<file path="src/rtl/actuator_sched.sv">
// actuator_sched: single-owner scheduler driving a motor and a heater from button, UART and light requests.
// Define LIGHT_AUTO_EN to enable the light-level auto-run source (otherwise spi_done/led_data are ignored).
module actuator_sched #(
  parameter int unsigned TICK_DIV  = 100,
  parameter int unsigned MOTOR_SEC = 5,
  parameter int unsigned HEAT_SEC  = 3,
  parameter logic [7:0]  LIGHT_TH  = 8'h40
) (
  input  logic       clk,
  input  logic       n_rst,
  input  logic       bt_start,
  input  logic [7:0] rx_data,
  input  logic       rx_done,
  input  logic [7:0] led_data,
  input  logic       spi_done,
  output logic       motor_signal,
  output logic       heat_signal,
  output logic       busy,
  output logic [1:0] grant,
  output logic       done_pulse
);

  localparam int unsigned PRE_W   = (TICK_DIV > 1) ? $clog2(TICK_DIV) : 1;
  localparam int unsigned SEC_MAX = (MOTOR_SEC > HEAT_SEC) ? MOTOR_SEC : HEAT_SEC;
  localparam int unsigned SEC_W   = (SEC_MAX > 1) ? $clog2(SEC_MAX) : 1;

  localparam logic [7:0] BYTE_ABORT = 8'h30;
  localparam logic [7:0] BYTE_MOTOR = 8'h31;
  localparam logic [7:0] BYTE_HEAT  = 8'h32;

  localparam logic [1:0] G_NONE = 2'b00;
  localparam logic [1:0] G_BTN  = 2'b01;
  localparam logic [1:0] G_UART = 2'b10;

  typedef enum logic [1:0] {S_IDLE, S_MOTOR, S_HEAT, S_GAP} state_t;

  state_t           state;
  state_t           state_nx;
  logic [PRE_W-1:0] pre;
  logic [SEC_W-1:0] sec;
  logic             btn_p;
  logic             um_p;
  logic             uh_p;
  logic             req_um_c;
  logic             req_uh_c;
  logic             abort_c;
  logic             pre_last_c;
  logic             motor_end_c;
  logic             heat_end_c;
  logic             take_btn_c;
  logic             take_um_c;
  logic             take_uh_c;
  logic             motor_nx;
  logic             heat_nx;
  logic             busy_nx;
  logic             done_nx;
  logic [1:0]       grant_nx;

  assign req_um_c    = rx_done && (rx_data == BYTE_MOTOR);
  assign req_uh_c    = rx_done && (rx_data == BYTE_HEAT);
  assign abort_c     = rx_done && (rx_data == BYTE_ABORT);
  assign pre_last_c  = (pre == PRE_W'(TICK_DIV - 1));
  assign motor_end_c = pre_last_c && (sec == SEC_W'(MOTOR_SEC - 1));
  assign heat_end_c  = pre_last_c && (sec == SEC_W'(HEAT_SEC - 1));

`ifdef LIGHT_AUTO_EN
  localparam logic [1:0] G_LIGHT = 2'b11;

  logic lt_p;
  logic req_lt_c;
  logic take_lt_c;

  assign req_lt_c = spi_done && (led_data < LIGHT_TH);

  // Light pending bit; a new request in the grant cycle keeps it set
  always_ff @(posedge clk or negedge n_rst) begin
    if (!n_rst) lt_p <= 1'b0;
    else        lt_p <= (lt_p & ~(abort_c | take_lt_c)) | req_lt_c;
  end
`else
  logic unused_light;
  assign unused_light = ^{spi_done, led_data, LIGHT_TH};
`endif

  // One-deep pending bits; set dominates the grant clear
  always_ff @(posedge clk or negedge n_rst) begin
    if (!n_rst) begin
      btn_p <= 1'b0;
      um_p  <= 1'b0;
      uh_p  <= 1'b0;
    end else begin
      btn_p <= (btn_p & ~(abort_c | take_btn_c)) | bt_start;
      um_p  <= (um_p  & ~(abort_c | take_um_c))  | req_um_c;
      uh_p  <= (uh_p  & ~(abort_c | take_uh_c))  | req_uh_c;
    end
  end

  always_ff @(posedge clk or negedge n_rst) begin
    if (!n_rst) state <= S_IDLE;
    else        state <= state_nx;
  end

  // Next state and arbitration: heat-UART > motor-UART > button > light
  always_comb begin
    state_nx   = state;
    take_btn_c = 1'b0;
    take_um_c  = 1'b0;
    take_uh_c  = 1'b0;
`ifdef LIGHT_AUTO_EN
    take_lt_c  = 1'b0;
`endif
    case (state)
      S_IDLE: begin
        if (!abort_c) begin
          if (uh_p) begin
            state_nx  = S_HEAT;
            take_uh_c = 1'b1;
          end else if (um_p) begin
            state_nx  = S_MOTOR;
            take_um_c = 1'b1;
          end else if (btn_p) begin
            state_nx   = S_MOTOR;
            take_btn_c = 1'b1;
          end
`ifdef LIGHT_AUTO_EN
          else if (lt_p) begin
            state_nx  = S_MOTOR;
            take_lt_c = 1'b1;
          end
`endif
        end
      end
      S_MOTOR: if (abort_c || motor_end_c) state_nx = S_GAP;
      S_HEAT:  if (abort_c || heat_end_c)  state_nx = S_GAP;
      S_GAP:   if (pre_last_c)             state_nx = S_IDLE;
      default: state_nx = S_IDLE;
    endcase
  end

  // Prescaler and tick counter restart on every state entry
  always_ff @(posedge clk or negedge n_rst) begin
    if (!n_rst) begin
      pre <= '0;
      sec <= '0;
    end else if ((state_nx != state) || (state == S_IDLE)) begin
      pre <= '0;
      sec <= '0;
    end else if (pre_last_c) begin
      pre <= '0;
      sec <= sec + SEC_W'(1);
    end else begin
      pre <= pre + PRE_W'(1);
    end
  end

  // Output decode from the upcoming state so outputs track the transition edge
  always_comb begin
    motor_nx = (state_nx == S_MOTOR);
    heat_nx  = (state_nx == S_HEAT);
    busy_nx  = (state_nx != S_IDLE);
    done_nx  = !abort_c && (((state == S_MOTOR) && motor_end_c) ||
                            ((state == S_HEAT) && heat_end_c));
    grant_nx = G_NONE;
    if ((state_nx == S_MOTOR) || (state_nx == S_HEAT)) begin
      if (state != S_IDLE)               grant_nx = grant;
      else if (take_uh_c || take_um_c)   grant_nx = G_UART;
      else if (take_btn_c)               grant_nx = G_BTN;
`ifdef LIGHT_AUTO_EN
      else if (take_lt_c)                grant_nx = G_LIGHT;
`endif
    end
  end

  always_ff @(posedge clk or negedge n_rst) begin
    if (!n_rst) begin
      motor_signal <= 1'b0;
      heat_signal  <= 1'b0;
      busy         <= 1'b0;
      grant        <= G_NONE;
      done_pulse   <= 1'b0;
    end else begin
      motor_signal <= motor_nx;
      heat_signal  <= heat_nx;
      busy         <= busy_nx;
      grant        <= grant_nx;
      done_pulse   <= done_nx;
    end
  end

endmodule

</file>
<file path="config.mk">
export PLATFORM = sky130hd
export DESIGN_NAME = actuator_sched
export DESIGN_NICKNAME = d
export VERILOG_FILES = /design/src/rtl/actuator_sched.sv
export SDC_FILE = /design/constraint.sdc
export NUM_CORES = 1
export LEC_CHECK = 0
export ABC_AREA = 1
export CORE_ASPECT_RATIO = 0.9
export CORE_MARGIN = 2
export CORE_UTILIZATION = 40
export DETAILED_ROUTE_END_ITERATION = 12
export PLACE_DENSITY_LB_ADDON = 0.12
export SYNTH_ARGS = -nofsm -noshare
export SYNTH_HDL_FRONTEND = slang
export SYNTH_SLANG_ARGS = --single-unit
</file>
<file path="constraint.sdc">
create_clock -name clk -period 4.3 [get_ports clk]
set_input_delay 0.86 -clock clk [delete_from_list [all_inputs] [get_ports clk]]
set_output_delay 0.86 -clock clk [all_outputs]
set_load 0.05 [all_outputs]
</file>
==> results.toml <==
[pwr]
p_sw_mw = 0.238
internal-power_mw = 0.354
p_clk_frac = 0.166
leakagePower_nw = 0.702
power_frac_comb = 0.380
power_frac_seq = 0.453
power.density_mw_per_mm2 = 394
vdd_ir_drop_max_mv = 0.129
swShare = 0.402

[sta]
finalHoldViolCount = 0
setup_viol = 0
fin_crit_sh = 0.557
fin_skew_ns = 0.00641
finalSetupTns_ns = 0
whs_ns = 0.554
worst_pin_slew_ns = 0.954
slew_headroom = 0.362
clock.fmax_mhz = 417
slew_violations = 0
fin_crit_ns = 2.40
rsz0062_at_grt = "false"

[synthesis]
synth.top_cell.area_share = 0.420
synthesis.area_mm2 = 0.00125
synth_nets = 171
yosysUniqueCellTypes = 31
ys_ff_latch = 21
yosysSeqAreaShare = 0.420
avgSynthCellArea_um2 = 8.74
synth_cells = 143
synth_area_leaders = "dfrtp_1 42%, nor2_2 8.5%, inv_1 7.8%"
yosys_warnings = 0
yosysTopAreaCell = "dfrtp_1"

[worst_hold_path]
hold_class = "flip-flop to flip-flop"

[finish]
drive_above_1_share = 0.238
multi_input_comb_area_um2 = 614
diodes = 0
nets = 193
ff_latch_area_um2 = 526
final_common_cell = "inv_1"
instances_no_fill = 206
final_cell_mix = "26 x inv_1, 21 x dfrtp_1, 17 x nand2_1, 17 x nor2_2, 17 x clkdlybuf4s50_1"
syn2layout_area_growth_pct = 20.2
nFillCells = 311

[drt]
drc = 0
wl_um = 2310
avgViaCountPerCell = 4.62
vias = 952
wire_per_inst_um = 11.2
drt_iter0_markers = 35
route.antenna.remaining_nets = 0
dr.pass1.iters = 4

[floorplanning]
rows = 19
die_h_um = 57.0
initial_utilization = 0.414
die_area_mm2 = 0.00359
core_mm2 = 0.00302
dieWidth_um = 62.9
io_pins = 27

[worst_setup_path]
worstPathRequired_ns = 4.50
critPathMaxFanout = 7
crit_path_end_kind = "flip-flop"
worstSetupStartpointType = "primary input"
critPathKind = "primary input to flip-flop"
arrival_ns = 2.60

[global_routing]
grt_usage = 0.147
grt_max_degree = 22
antenna_found_initial = 0
grt_pass1_wl_um = 4140
gr-total-overflow = 0
grt_pass1_vias = 958

[placement]
gp_congestion = 0.812
hpwl_um = 1790
dp.cells = 202
portBuffers = 17

[status]
status = "completed"

[cts]
cts_buffers = 3
clock_latency_ns = 0.31
clock_sinks = 21
htreeDepth = 1
cts_hold_buf = 0
cts_setup_buffers = 0
cts-root-buf = "clkbuf_4"
clockBufferDepth = 2
cts_tree = "built"
clk_pin_slew_worst_paths_ns = 0.13
cts_resized = 0

[flow_run]
drv_cap = 0
-- worst paths after layout --
check / slack, ns / to / depth (start not counted) / start
min in group asynchronous: 1.07 / state[1]$_DFF_PN0_ / 1 / n_rst
setup / recovery: 1.90 / grant[1]$_DFFE_PN0P_ / 10 / rx_data[5]
setup reg to reg: 2.28 / grant[1]$_DFFE_PN0P_ / 11 / pre[0]$_DFF_PN0_
hold reg to reg: 0.55 / grant[1]$_DFFE_PN0P_ / 2 / grant[1]$_DFFE_PN0P_
hold / removal: 0.55 / grant[1]$_DFFE_PN0P_ / 2 / grant[1]$_DFFE_PN0P_
max in group asynchronous: 2.65 / pre[5]$_DFF_PN0_ / 1 / n_rst
-- synthesized netlist by cell type --
cell type,number
nand2_2,3
o22ai_1,1
o2111ai_1,1
nand2_4,1
nand3b_1,1
a32oi_1,1
inv_2,2
nor3b_1,1
or2_1,1
o32ai_1,1
nor3_2,1
dfrtp_1,21
nor2_4,1
nand4_1,1
a21boi_2,1
inv_1,26
clkinv_2,1
o21ai_0,3
nand2_1,17
ha_1,7
a31o_2,1
nor2_2,17
a21oi_2,2
nand3_2,3
nand3_1,7
nand3b_4,1
nor2_1,12
o21a_1,1
xor2_1,5
or2_2,1
a21oi_1,1
-- worst max-delay path, stage by stage --
cell and delay, ns:
clkdlybuf4s50_1 0.45, nand2_1 0.07, nor2_2 0.17, nand3_2 0.20
a21oi_2 0.17, nand2_2 0.10, inv_1 0.09, ha_1 0.26
o2111ai_1 0.12, o21ai_0 0.11
-- metrics by stage --
step                setup WS, ns  area (um^2)  utilization  total power, mW
finish                      1.90         1500        0.498            0.593
global route                1.74         1500        0.498            0.640
CTS                         1.91         1500        0.498            0.600
detailed placement          1.55         1470        0.488            0.499
global placement            1.59         1470        0.488            0.490
floorplan                   2.20         1250            -            0.439
-- cells by family (layout without fill, tap and decap cells) --
group / count (synthesis) / after routing / share of synthesized area
buffers and inverters: 29 / 50 / 0.0881
adders and majority gates: 7 / 7 / 0.0701
AOI/OAI and AO/OA: 13 / 13 / 0.0781
DFF: 21 / 21 / 0.420
and+or+nand+nor: 68 / 68 / 0.308
xor gates and xnor gates: 5 / 5 / 0.0350
-- power groups by stage --
| stage | Combinational, mW | Clock [mW] | Sequential [mW] |
|---|---|---|---|
| 2_1_floorplan | 0.156 | 0 | 0.283 |
| 3_3_place_gp | 0.218 | 0 | 0.272 |
| 3_5_place_dp | 0.227 | 0 | 0.272 |
| 4_1_cts | 0.228 | 0.103 | 0.269 |
| 5_1_grt | 0.253 | 0.112 | 0.275 |
| 6_report | 0.225 | 0.0986 | 0.269 |
-- per-layer routing --
layer | vias up | share of wire | track usage
li1 | 485 | - | -
met1 | 445 | 0.48 | 0.184
met2 | 18 | 0.47 | 0.257
met3 | 4 | 0.032 | 0.0296
met4 | 0 | 0.013 | 0.0476
met5 | - | 0 | 0
-- area by class of cell --
class                           instances  share of cell area
Multi-Input combinational cell         93               0.409
Clock buffer                            3              0.0150
Clock inverter                          1             0.00500
Inverter                               29              0.0733
Tap cell                               42              0.0350
Timing Repair Buffer                   17               0.113
Sequential cell                        21               0.350
-- flip-flops by register name, summed over array words and instances (netlist names) --
register	cells
sec	3
done_pulse	1
busy	1
pre	7
grant	2
motor_signal	1
um_p	1
btn_p	1
uh_p	1
state	2
heat_signal	1
Note: power is estimated with default switching activity, not from simulation.
